===== src/rtl/ddr3_read_arbiter_pkg.sv =====
// Shared definitions for the DDR3 DMA read arbiter.
// Holds the default address width, the requester count, the fixed ID width,
// the arbiter FSM state encoding, and the round-robin pointer increment helper.
package ddr3_dma_pkg;

    localparam int DMA_ADDR_WIDTH = 27;
    localparam int NUM_REQ        = 16;
    localparam int ID_WIDTH       = 4;

    typedef enum logic [1:0] {
        ST_IDLE  = 2'd0,
        ST_ISSUE = 2'd1,
        ST_WAIT  = 2'd2
    } arb_state_e;

    // Next round-robin start position: one past the granted index, wrapping at num_req.
    function automatic logic [ID_WIDTH-1:0] next_ptr(input logic [ID_WIDTH-1:0] idx,
                                                     input int                  num_req);
        if (int'(idx) >= num_req - 1) begin
            return {ID_WIDTH{1'b0}};
        end else begin
            return idx + {{(ID_WIDTH-1){1'b0}}, 1'b1};
        end
    endfunction

endpackage


===== src/rtl/ddr3_read_arbiter_if.sv =====
// Handshake bundle between the requesters / DMA read engine and the arbiter.
//   read_req, read_start_addr, read_length : requester side (flattened per requester)
//   read_ack                               : one-cycle grant pulse per requester
//   cmd_valid/cmd_ready/cmd_addr/cmd_length/cmd_id : downstream read command
//   rd_eop                                 : end-of-packet from the read data path
// master = arbiter side, slave = requesters plus downstream engine.
interface ddr3_read_arbiter_if
    import ddr3_dma_pkg::*;
#(
    parameter int DMA_ADDR_WIDTH = ddr3_dma_pkg::DMA_ADDR_WIDTH,
    parameter int NUM_REQ        = ddr3_dma_pkg::NUM_REQ
);
    logic [NUM_REQ-1:0]                read_req;
    logic [NUM_REQ*DMA_ADDR_WIDTH-1:0] read_start_addr;
    logic [NUM_REQ*DMA_ADDR_WIDTH-1:0] read_length;
    logic [NUM_REQ-1:0]                read_ack;
    logic                              cmd_valid;
    logic                              cmd_ready;
    logic [DMA_ADDR_WIDTH-1:0]         cmd_addr;
    logic [DMA_ADDR_WIDTH-1:0]         cmd_length;
    logic [ID_WIDTH-1:0]               cmd_id;
    logic                              rd_eop;

    modport master (
        input  read_req, read_start_addr, read_length, cmd_ready, rd_eop,
        output read_ack, cmd_valid, cmd_addr, cmd_length, cmd_id
    );

    modport slave (
        output read_req, read_start_addr, read_length, cmd_ready, rd_eop,
        input  read_ack, cmd_valid, cmd_addr, cmd_length, cmd_id
    );

endinterface


===== src/rtl/ddr3_read_arbiter_rr_pick.sv =====
// Combinational rotating-priority picker.
//   req   : request vector, bit i = requester i
//   ptr   : index holding highest priority this round
//   grant : first requesting index at or above ptr, wrapping modulo NUM_REQ
//   any   : at least one request present (grant is meaningless otherwise)
module rr_pick
    import ddr3_dma_pkg::*;
#(
    parameter int NUM_REQ = ddr3_dma_pkg::NUM_REQ
) (
    input  logic [NUM_REQ-1:0]  req,
    input  logic [ID_WIDTH-1:0] ptr,
    output logic [ID_WIDTH-1:0] grant,
    output logic                any
);

    function automatic logic [ID_WIDTH-1:0] wrap_idx(input logic [ID_WIDTH-1:0] base,
                                                     input int                  offset);
        return ID_WIDTH'((int'(base) + offset) % NUM_REQ);
    endfunction

    // Scan from the farthest offset down to ptr so the nearest requester is written last and wins.
    always_comb begin
        grant = {ID_WIDTH{1'b0}};
        any   = 1'b0;
        for (int i = NUM_REQ - 1; i >= 0; i--) begin
            if (req[wrap_idx(ptr, i)]) begin
                grant = wrap_idx(ptr, i);
                any   = 1'b1;
            end else begin
                grant = grant;
                any   = any;
            end
        end
    end

endmodule


===== src/rtl/ddr3_read_arbiter.sv =====
// Round-robin read arbiter in front of a DDR3 DMA read engine.
// Ports:
//   clk, rst_n : clock and asynchronous active-low reset
//   bus        : requester / command / end-of-packet bundle (master side)
//   busy       : high whenever a grant is being issued or awaiting end-of-packet
//   err_eop    : sticky flag, end-of-packet arrived while no command was outstanding
// One command is outstanding at most; zero-length requests are acked and
// retired in IDLE without touching the downstream engine.
module ddr3_read_arbiter
    import ddr3_dma_pkg::*;
#(
    parameter int DMA_ADDR_WIDTH = ddr3_dma_pkg::DMA_ADDR_WIDTH,
    parameter int NUM_REQ        = ddr3_dma_pkg::NUM_REQ
) (
    input  logic                clk,
    input  logic                rst_n,
    ddr3_read_arbiter_if.master bus,
    output logic                busy,
    output logic                err_eop
);

    localparam logic [NUM_REQ-1:0] ACK_ONE = {{(NUM_REQ-1){1'b0}}, 1'b1};

    arb_state_e                state_r;
    logic [ID_WIDTH-1:0]       rr_ptr_r;
    logic [ID_WIDTH-1:0]       grant_s;
    logic                      any_s;
    logic [DMA_ADDR_WIDTH-1:0] addr_arr_s [NUM_REQ];
    logic [DMA_ADDR_WIDTH-1:0] len_arr_s  [NUM_REQ];
    logic [DMA_ADDR_WIDTH-1:0] sel_addr_s;
    logic [DMA_ADDR_WIDTH-1:0] sel_len_s;
    logic                      zero_len_s;

    logic [NUM_REQ-1:0]        read_ack_r;
    logic                      cmd_valid_r;
    logic [DMA_ADDR_WIDTH-1:0] cmd_addr_r;
    logic [DMA_ADDR_WIDTH-1:0] cmd_length_r;
    logic [ID_WIDTH-1:0]       cmd_id_r;
    logic                      busy_r;
    logic                      err_eop_r;

    // Unflatten the per-requester address and length buses.
    for (genvar g = 0; g < NUM_REQ; g++) begin : g_slice
        assign addr_arr_s[g] = bus.read_start_addr[g*DMA_ADDR_WIDTH +: DMA_ADDR_WIDTH];
        assign len_arr_s[g]  = bus.read_length[g*DMA_ADDR_WIDTH +: DMA_ADDR_WIDTH];
    end

    rr_pick #(
        .NUM_REQ (NUM_REQ)
    ) u_rr_pick (
        .req   (bus.read_req),
        .ptr   (rr_ptr_r),
        .grant (grant_s),
        .any   (any_s)
    );

    assign sel_addr_s = addr_arr_s[grant_s];
    assign sel_len_s  = len_arr_s[grant_s];
    assign zero_len_s = (sel_len_s == {DMA_ADDR_WIDTH{1'b0}});

    // Arbiter FSM with all outputs registered.
    always_ff @(posedge clk or negedge rst_n) begin
        if (!rst_n) begin
            state_r      <= ST_IDLE;
            rr_ptr_r     <= {ID_WIDTH{1'b0}};
            read_ack_r   <= {NUM_REQ{1'b0}};
            cmd_valid_r  <= 1'b0;
            cmd_addr_r   <= {DMA_ADDR_WIDTH{1'b0}};
            cmd_length_r <= {DMA_ADDR_WIDTH{1'b0}};
            cmd_id_r     <= {ID_WIDTH{1'b0}};
            busy_r       <= 1'b0;
            err_eop_r    <= 1'b0;
        end else begin
            read_ack_r <= {NUM_REQ{1'b0}};
            // WAIT is the only state in which an end-of-packet is expected.
            if (bus.rd_eop && (state_r != ST_WAIT)) begin
                err_eop_r <= 1'b1;
            end
            case (state_r)
                ST_IDLE: begin
                    if (any_s) begin
                        read_ack_r   <= ACK_ONE << grant_s;
                        cmd_addr_r   <= sel_addr_s;
                        cmd_length_r <= sel_len_s;
                        cmd_id_r     <= grant_s;
                        if (zero_len_s) begin
                            // Nothing to fetch: retire immediately and rotate.
                            rr_ptr_r <= next_ptr(grant_s, NUM_REQ);
                        end else begin
                            state_r     <= ST_ISSUE;
                            cmd_valid_r <= 1'b1;
                            busy_r      <= 1'b1;
                        end
                    end
                end
                ST_ISSUE: begin
                    if (bus.cmd_ready) begin
                        state_r     <= ST_WAIT;
                        cmd_valid_r <= 1'b0;
                    end
                end
                ST_WAIT: begin
                    if (bus.rd_eop) begin
                        state_r  <= ST_IDLE;
                        busy_r   <= 1'b0;
                        rr_ptr_r <= next_ptr(cmd_id_r, NUM_REQ);
                    end
                end
                default: begin
                    state_r     <= ST_IDLE;
                    cmd_valid_r <= 1'b0;
                    busy_r      <= 1'b0;
                end
            endcase
        end
    end

    assign bus.read_ack   = read_ack_r;
    assign bus.cmd_valid  = cmd_valid_r;
    assign bus.cmd_addr   = cmd_addr_r;
    assign bus.cmd_length = cmd_length_r;
    assign bus.cmd_id     = cmd_id_r;
    assign busy           = busy_r;
    assign err_eop        = err_eop_r;

endmodule

===== src/flat_wrapper.sv =====
// flat-port wrapper written by rule: the top's interface ports become plain ports
module ddr3_read_arbiter_flat import ddr3_dma_pkg::*;
#(
    parameter int DMA_ADDR_WIDTH = ddr3_dma_pkg::DMA_ADDR_WIDTH,
    parameter int NUM_REQ        = ddr3_dma_pkg::NUM_REQ
)
  (clk, rst_n, busy, err_eop, bus_read_req, bus_read_start_addr, bus_read_length, bus_cmd_ready, bus_rd_eop, bus_read_ack, bus_cmd_valid, bus_cmd_addr, bus_cmd_length, bus_cmd_id);
  ddr3_read_arbiter_if #(.DMA_ADDR_WIDTH(DMA_ADDR_WIDTH), .NUM_REQ(NUM_REQ)) bus_i ();
  input  logic clk;
  input  logic rst_n;
  output logic busy;
  output logic err_eop;
  input wire logic [$bits(bus_i.read_req)-1:0] bus_read_req;
  input wire logic [$bits(bus_i.read_start_addr)-1:0] bus_read_start_addr;
  input wire logic [$bits(bus_i.read_length)-1:0] bus_read_length;
  input wire logic [$bits(bus_i.cmd_ready)-1:0] bus_cmd_ready;
  input wire logic [$bits(bus_i.rd_eop)-1:0] bus_rd_eop;
  output wire logic [$bits(bus_i.read_ack)-1:0] bus_read_ack;
  output wire logic [$bits(bus_i.cmd_valid)-1:0] bus_cmd_valid;
  output wire logic [$bits(bus_i.cmd_addr)-1:0] bus_cmd_addr;
  output wire logic [$bits(bus_i.cmd_length)-1:0] bus_cmd_length;
  output wire logic [$bits(bus_i.cmd_id)-1:0] bus_cmd_id;
  assign bus_i.read_req = bus_read_req;
  assign bus_i.read_start_addr = bus_read_start_addr;
  assign bus_i.read_length = bus_read_length;
  assign bus_i.cmd_ready = bus_cmd_ready;
  assign bus_i.rd_eop = bus_rd_eop;
  assign bus_read_ack = bus_i.read_ack;
  assign bus_cmd_valid = bus_i.cmd_valid;
  assign bus_cmd_addr = bus_i.cmd_addr;
  assign bus_cmd_length = bus_i.cmd_length;
  assign bus_cmd_id = bus_i.cmd_id;
  ddr3_read_arbiter #(.DMA_ADDR_WIDTH(DMA_ADDR_WIDTH), .NUM_REQ(NUM_REQ)) u_core (.clk(clk), .rst_n(rst_n), .bus(bus_i), .busy(busy), .err_eop(err_eop));
endmodule

===== config.mk =====
export PLATFORM = sky130hd
export DESIGN_NAME = ddr3_read_arbiter_flat
export DESIGN_NICKNAME = d
export VERILOG_FILES = /design/src/rtl/ddr3_read_arbiter_pkg.sv /design/src/rtl/ddr3_read_arbiter_if.sv /design/src/rtl/ddr3_read_arbiter_rr_pick.sv /design/src/rtl/ddr3_read_arbiter.sv /design/src/flat_wrapper.sv
export SDC_FILE = /design/constraint.sdc
export NUM_CORES = 1
export LEC_CHECK = 0
export BUFFER_PORTS_ARGS = -buffer_cell sky130_fd_sc_hd__buf_4
export CORE_AREA = 2 2 376 378
export CTS_CLUSTER_SIZE = 14
export DETAILED_ROUTE_END_ITERATION = 8
export DIE_AREA = 0 0 378 380
export GPL_TIMING_DRIVEN = 0
export PLACE_DENSITY = 0.31
export SYNTH_ARGS = -nofsm -noshare
export SYNTH_HDL_FRONTEND = slang
export SYNTH_HIERARCHICAL = 1
export SYNTH_SLANG_ARGS = --single-unit

===== constraint.sdc =====
create_clock -name clk -period 9 [get_ports clk]
set_input_delay 0 -clock clk [delete_from_list [all_inputs] [get_ports clk]]
set_output_delay 0 -clock clk [all_outputs]
set_load 0.02 [all_outputs]

==> reports/metrics.yaml <==
cp_max_fo: 10
cp_slowest_cell: "nor2b_1"
synth_area_sq_um: 12260
first_global_vias: 15539
synth-seq-area-share_pct: 16.94
cts.sinks: 83
critPathMaxStageDelay_ps: 780
post_drt_wl_per_cell_um: 33.63
min_path_type: "in2reg"
clkLatencyLatePin_ps: 410
yosysTopAreaCellShare_pct: 45.38
synth.area.mux_share_pct: 55.16
final_cell_mix: "buf_4, mux4_2, nand2_1, dfrtp_1, mux2i_1"
ant_nets: 0
drv_cap: 0
synth.avg_cell_area_sq_um: 11.62
synth_cells: 1055
dpl.hpwl_um: 118600
synth-main-ff-cell: "dfrtp_1"
overflow: 0
placed_cells: 3892
wirelength_um: 132300
nNetsFinal: 2932
dr.pass1.iters: 5
gp_congestion: 0.8778
synth_edf_count: 0
vias: 14874
post-route-min-period_ps: 8769
initial_utilization_pct: 8.807
die_h_um: 380
synth-seq-cells: 83
synthesis.nets: 1953
whs_path_depth: 5
outcome: "finished, final reports clean"
slew_headroom_pct: 18.04
critPathCaptureType: "flip-flop"
worstMarginPinSlew_ps: 1229
coreArea_sq_um: 139200
critPathKind: "reg2reg"
grt_max_degree: 62
reg2reg_from: "u_core/rr_ptr_r[0]$_DFFE_PN0P_"
clockRootBuffer: "clkbuf_16"
crit_chain: "buf_4, buf_2, clkbuf_4, clkinvlp_4, ha_1, buf_2, mux4_2, mux2_2, mux2i_2, nand2_1, a21o_1, a311o_1, o41ai_1, clkbuf_2, nor2b_1, a221oi_1, a21o_1, a222oi_1, nand4_1, nor4_4, buf_12, a22oi_2, mux2_4"
via_per_inst: 3.780
post_synth_main_area_contributors: "mux4_2, dfrtp_1, nand2_1"
hold_viol: 0
clock_skew_ps: 20.22
clock.fmax_ghz: 0.1140
synth_fa_ha_area_share_pct: 1.429
fp.dieW_um: 378
ys_async_sr_fraction_pct: 100.0
yosys.area_share.simple_pct: 10.71
final_cells: 3935
synth_compound_area_share_pct: 9.697
cts_tree: "built"
final_common_cell: "buf_4"
crit_path_end: "u_core/rr_ptr_r[1]$_DFFE_PN0P_"
dieArea_sq_um: 143600
place.port_buffers: 960
setup_viol: 0
reg2reg_to: "u_core/rr_ptr_r[1]$_DFFE_PN0P_"
fill_cells: 15902
slew_violations: 0
cts_buffer_depth: 2
rows: 137
postLayoutCoreUtil_pct: 16.09
worstPathArrival_ps: 9060
yosysUniqueCellTypes: 75
drt_iter0_drc: 1170
start_kind: "flip-flop"
r2r_setup_slack_ps: 230
synth_top_family_by_area: "multiplexers"
h-tree-depth: 3
critPathLaunch: "u_core/rr_ptr_r[0]$_DFFE_PN0P_"
syn_to_final_growth_pct: 82.68
ioPinCount: 961
cts_made_buffers: 9
grt_pass1_wl_um: 165600
drive_gt1_share_pct: 65.72
cts.reportedPaths.clkPinSlew_ps: 90
required_ps: 9290
synthXorXnorAreaFrac_pct: 1.102
grt_usage_pct: 17.81
ff2ff_path_depth: 23
ys_warn_count: 6
antenna_found_initial: 75
synth_top_area_cell: "mux4_2"
drcViolationCount: 0
rsz0062_at_grt: "no"
finalCritPeriodShare_pct: 97.43
[cell type report]
| cell class | instances | area (sq um) | area share [%] |
|---|---|---|---|
| Multi-Input combinational cell | 844 | 9593 | 42.84 |
| Timing Repair Buffer | 969 | 7336 | 32.76 |
| Tap cell | 1876 | 2347 | 10.48 |
| Sequential cell | 83 | 2077 | 9.275 |
| Buffer | 98 | 546.8 | 2.442 |
| Clock buffer | 9 | 225.2 | 1.006 |
| Inverter | 29 | 112.6 | 0.5029 |
| Clock inverter | 7 | 105.1 | 0.4694 |
| Antenna cell | 20 | 50.05 | 0.2235 |
[through the flow]
stage	hold WS, ps	setup TNS, ps	instance area (sq um)	setup slack, ps
after detailed placement	-116.1	-74990	21850	-1961
after CTS	164.9	0	22300	35.28
final	214.9	0	22390	231.5
after floorplan	-295.6	0	12260	2579
after global placement	309.0	-84150	21810	-2089
after global routing	196.3	0	22350	28.75
[flip-flops by register name, summed over array words and instances, names as in the netlist]
name,count
u_core/bus.read_ack,16
u_core/bus.cmd_id,4
u_core/rr_ptr_r,4
u_core/err_eop,1
u_core/busy,1
u_core/state_r,2
u_core/bus.cmd_valid,1
u_core/bus.cmd_length,27
u_core/bus.cmd_addr,27
[logic make-up after synthesis]
kind of cell | Yosys count
adders and majority gates | 14
muxes | 351
DFF | 83
xor gates and xnor gates | 12
and+or+nand+nor | 298
buffers and inverters | 128
AOI/OAI and AO/OA | 169
[worst min path at each step]
stage	start	endpoint	slack [ps]
after floorplan	rst_n	u_core/bus.cmd_addr[0]$_DFFE_PN0P_	-300
after global placement	bus_rd_eop	u_core/err_eop$_DFFE_PN0P_	310
after detailed placement	rst_n	u_core/bus.read_ack[12]$_DFF_PN0_	-120
after CTS	bus_read_start_addr[125]	u_core/bus.cmd_addr[17]$_DFFE_PN0P_	160
after global routing	bus_read_start_addr[288]	u_core/bus.cmd_addr[18]$_DFFE_PN0P_	200
final	bus_read_start_addr[125]	u_core/bus.cmd_addr[17]$_DFFE_PN0P_	210
[repair_timing]
action	in CTS	in global routing
hold endpoints to repair	88	0
pin swaps	1	1
resized for setup	28	11
setup buffers	2	1
endpoints found under the setup margin	57	31
hold buffers	5	0
[cell usage after synthesis (all sizes together) (5+ instances only)]
| cell type | count |
|---|---|
| mux4 | 251 |
| nand2 | 170 |
| dfrtp | 83 |
| mux2i | 67 |
| nor2 | 54 |
| clkbuf | 52 |
| buf | 47 |
| o21ai | 42 |
| mux2 | 33 |
| inv | 28 |
| a21oi | 26 |
| nor3 | 18 |
| a221o | 15 |
| a22oi | 14 |
| ha | 14 |
| nor2b | 12 |
| a221oi | 9 |
| nor4 | 8 |
| xnor2 | 8 |
| a31oi | 7 |
| o211ai | 7 |
| and2 | 6 |
| o31ai | 6 |
| a21o | 5 |
| and3 | 5 |
| nand2b | 5 |
| nand4 | 5 |
[critical path, delay by kind of cell, from the launching register on]
| family | cells | cell delay, ps |
|---|---|---|
| DFF | 1 | 400 |
| buffers and inverters | 7 | 2020 |
| muxes | 4 | 1670 |
| AOI/OAI and AO/OA | 7 | 2550 |
| adders and majority gates | 1 | 360 |
| and+or+nand+nor | 4 | 1610 |
[layer usage]
metal  wire [um]  part of all wire, %  GRT usage (%)  vias to the layer above
li1            -                    -              -                     6292
met4         699                 0.53          1.166                       20
met1       58600                   44          24.04                     7758
met2       62470                   47          29.22                      723
met5         123                0.093              0                        -
met3       10440                  7.9          5.112                       81
Power is not shown: default switching activity piles up to over one toggle a cycle in this logic, so the estimate is an artifact.
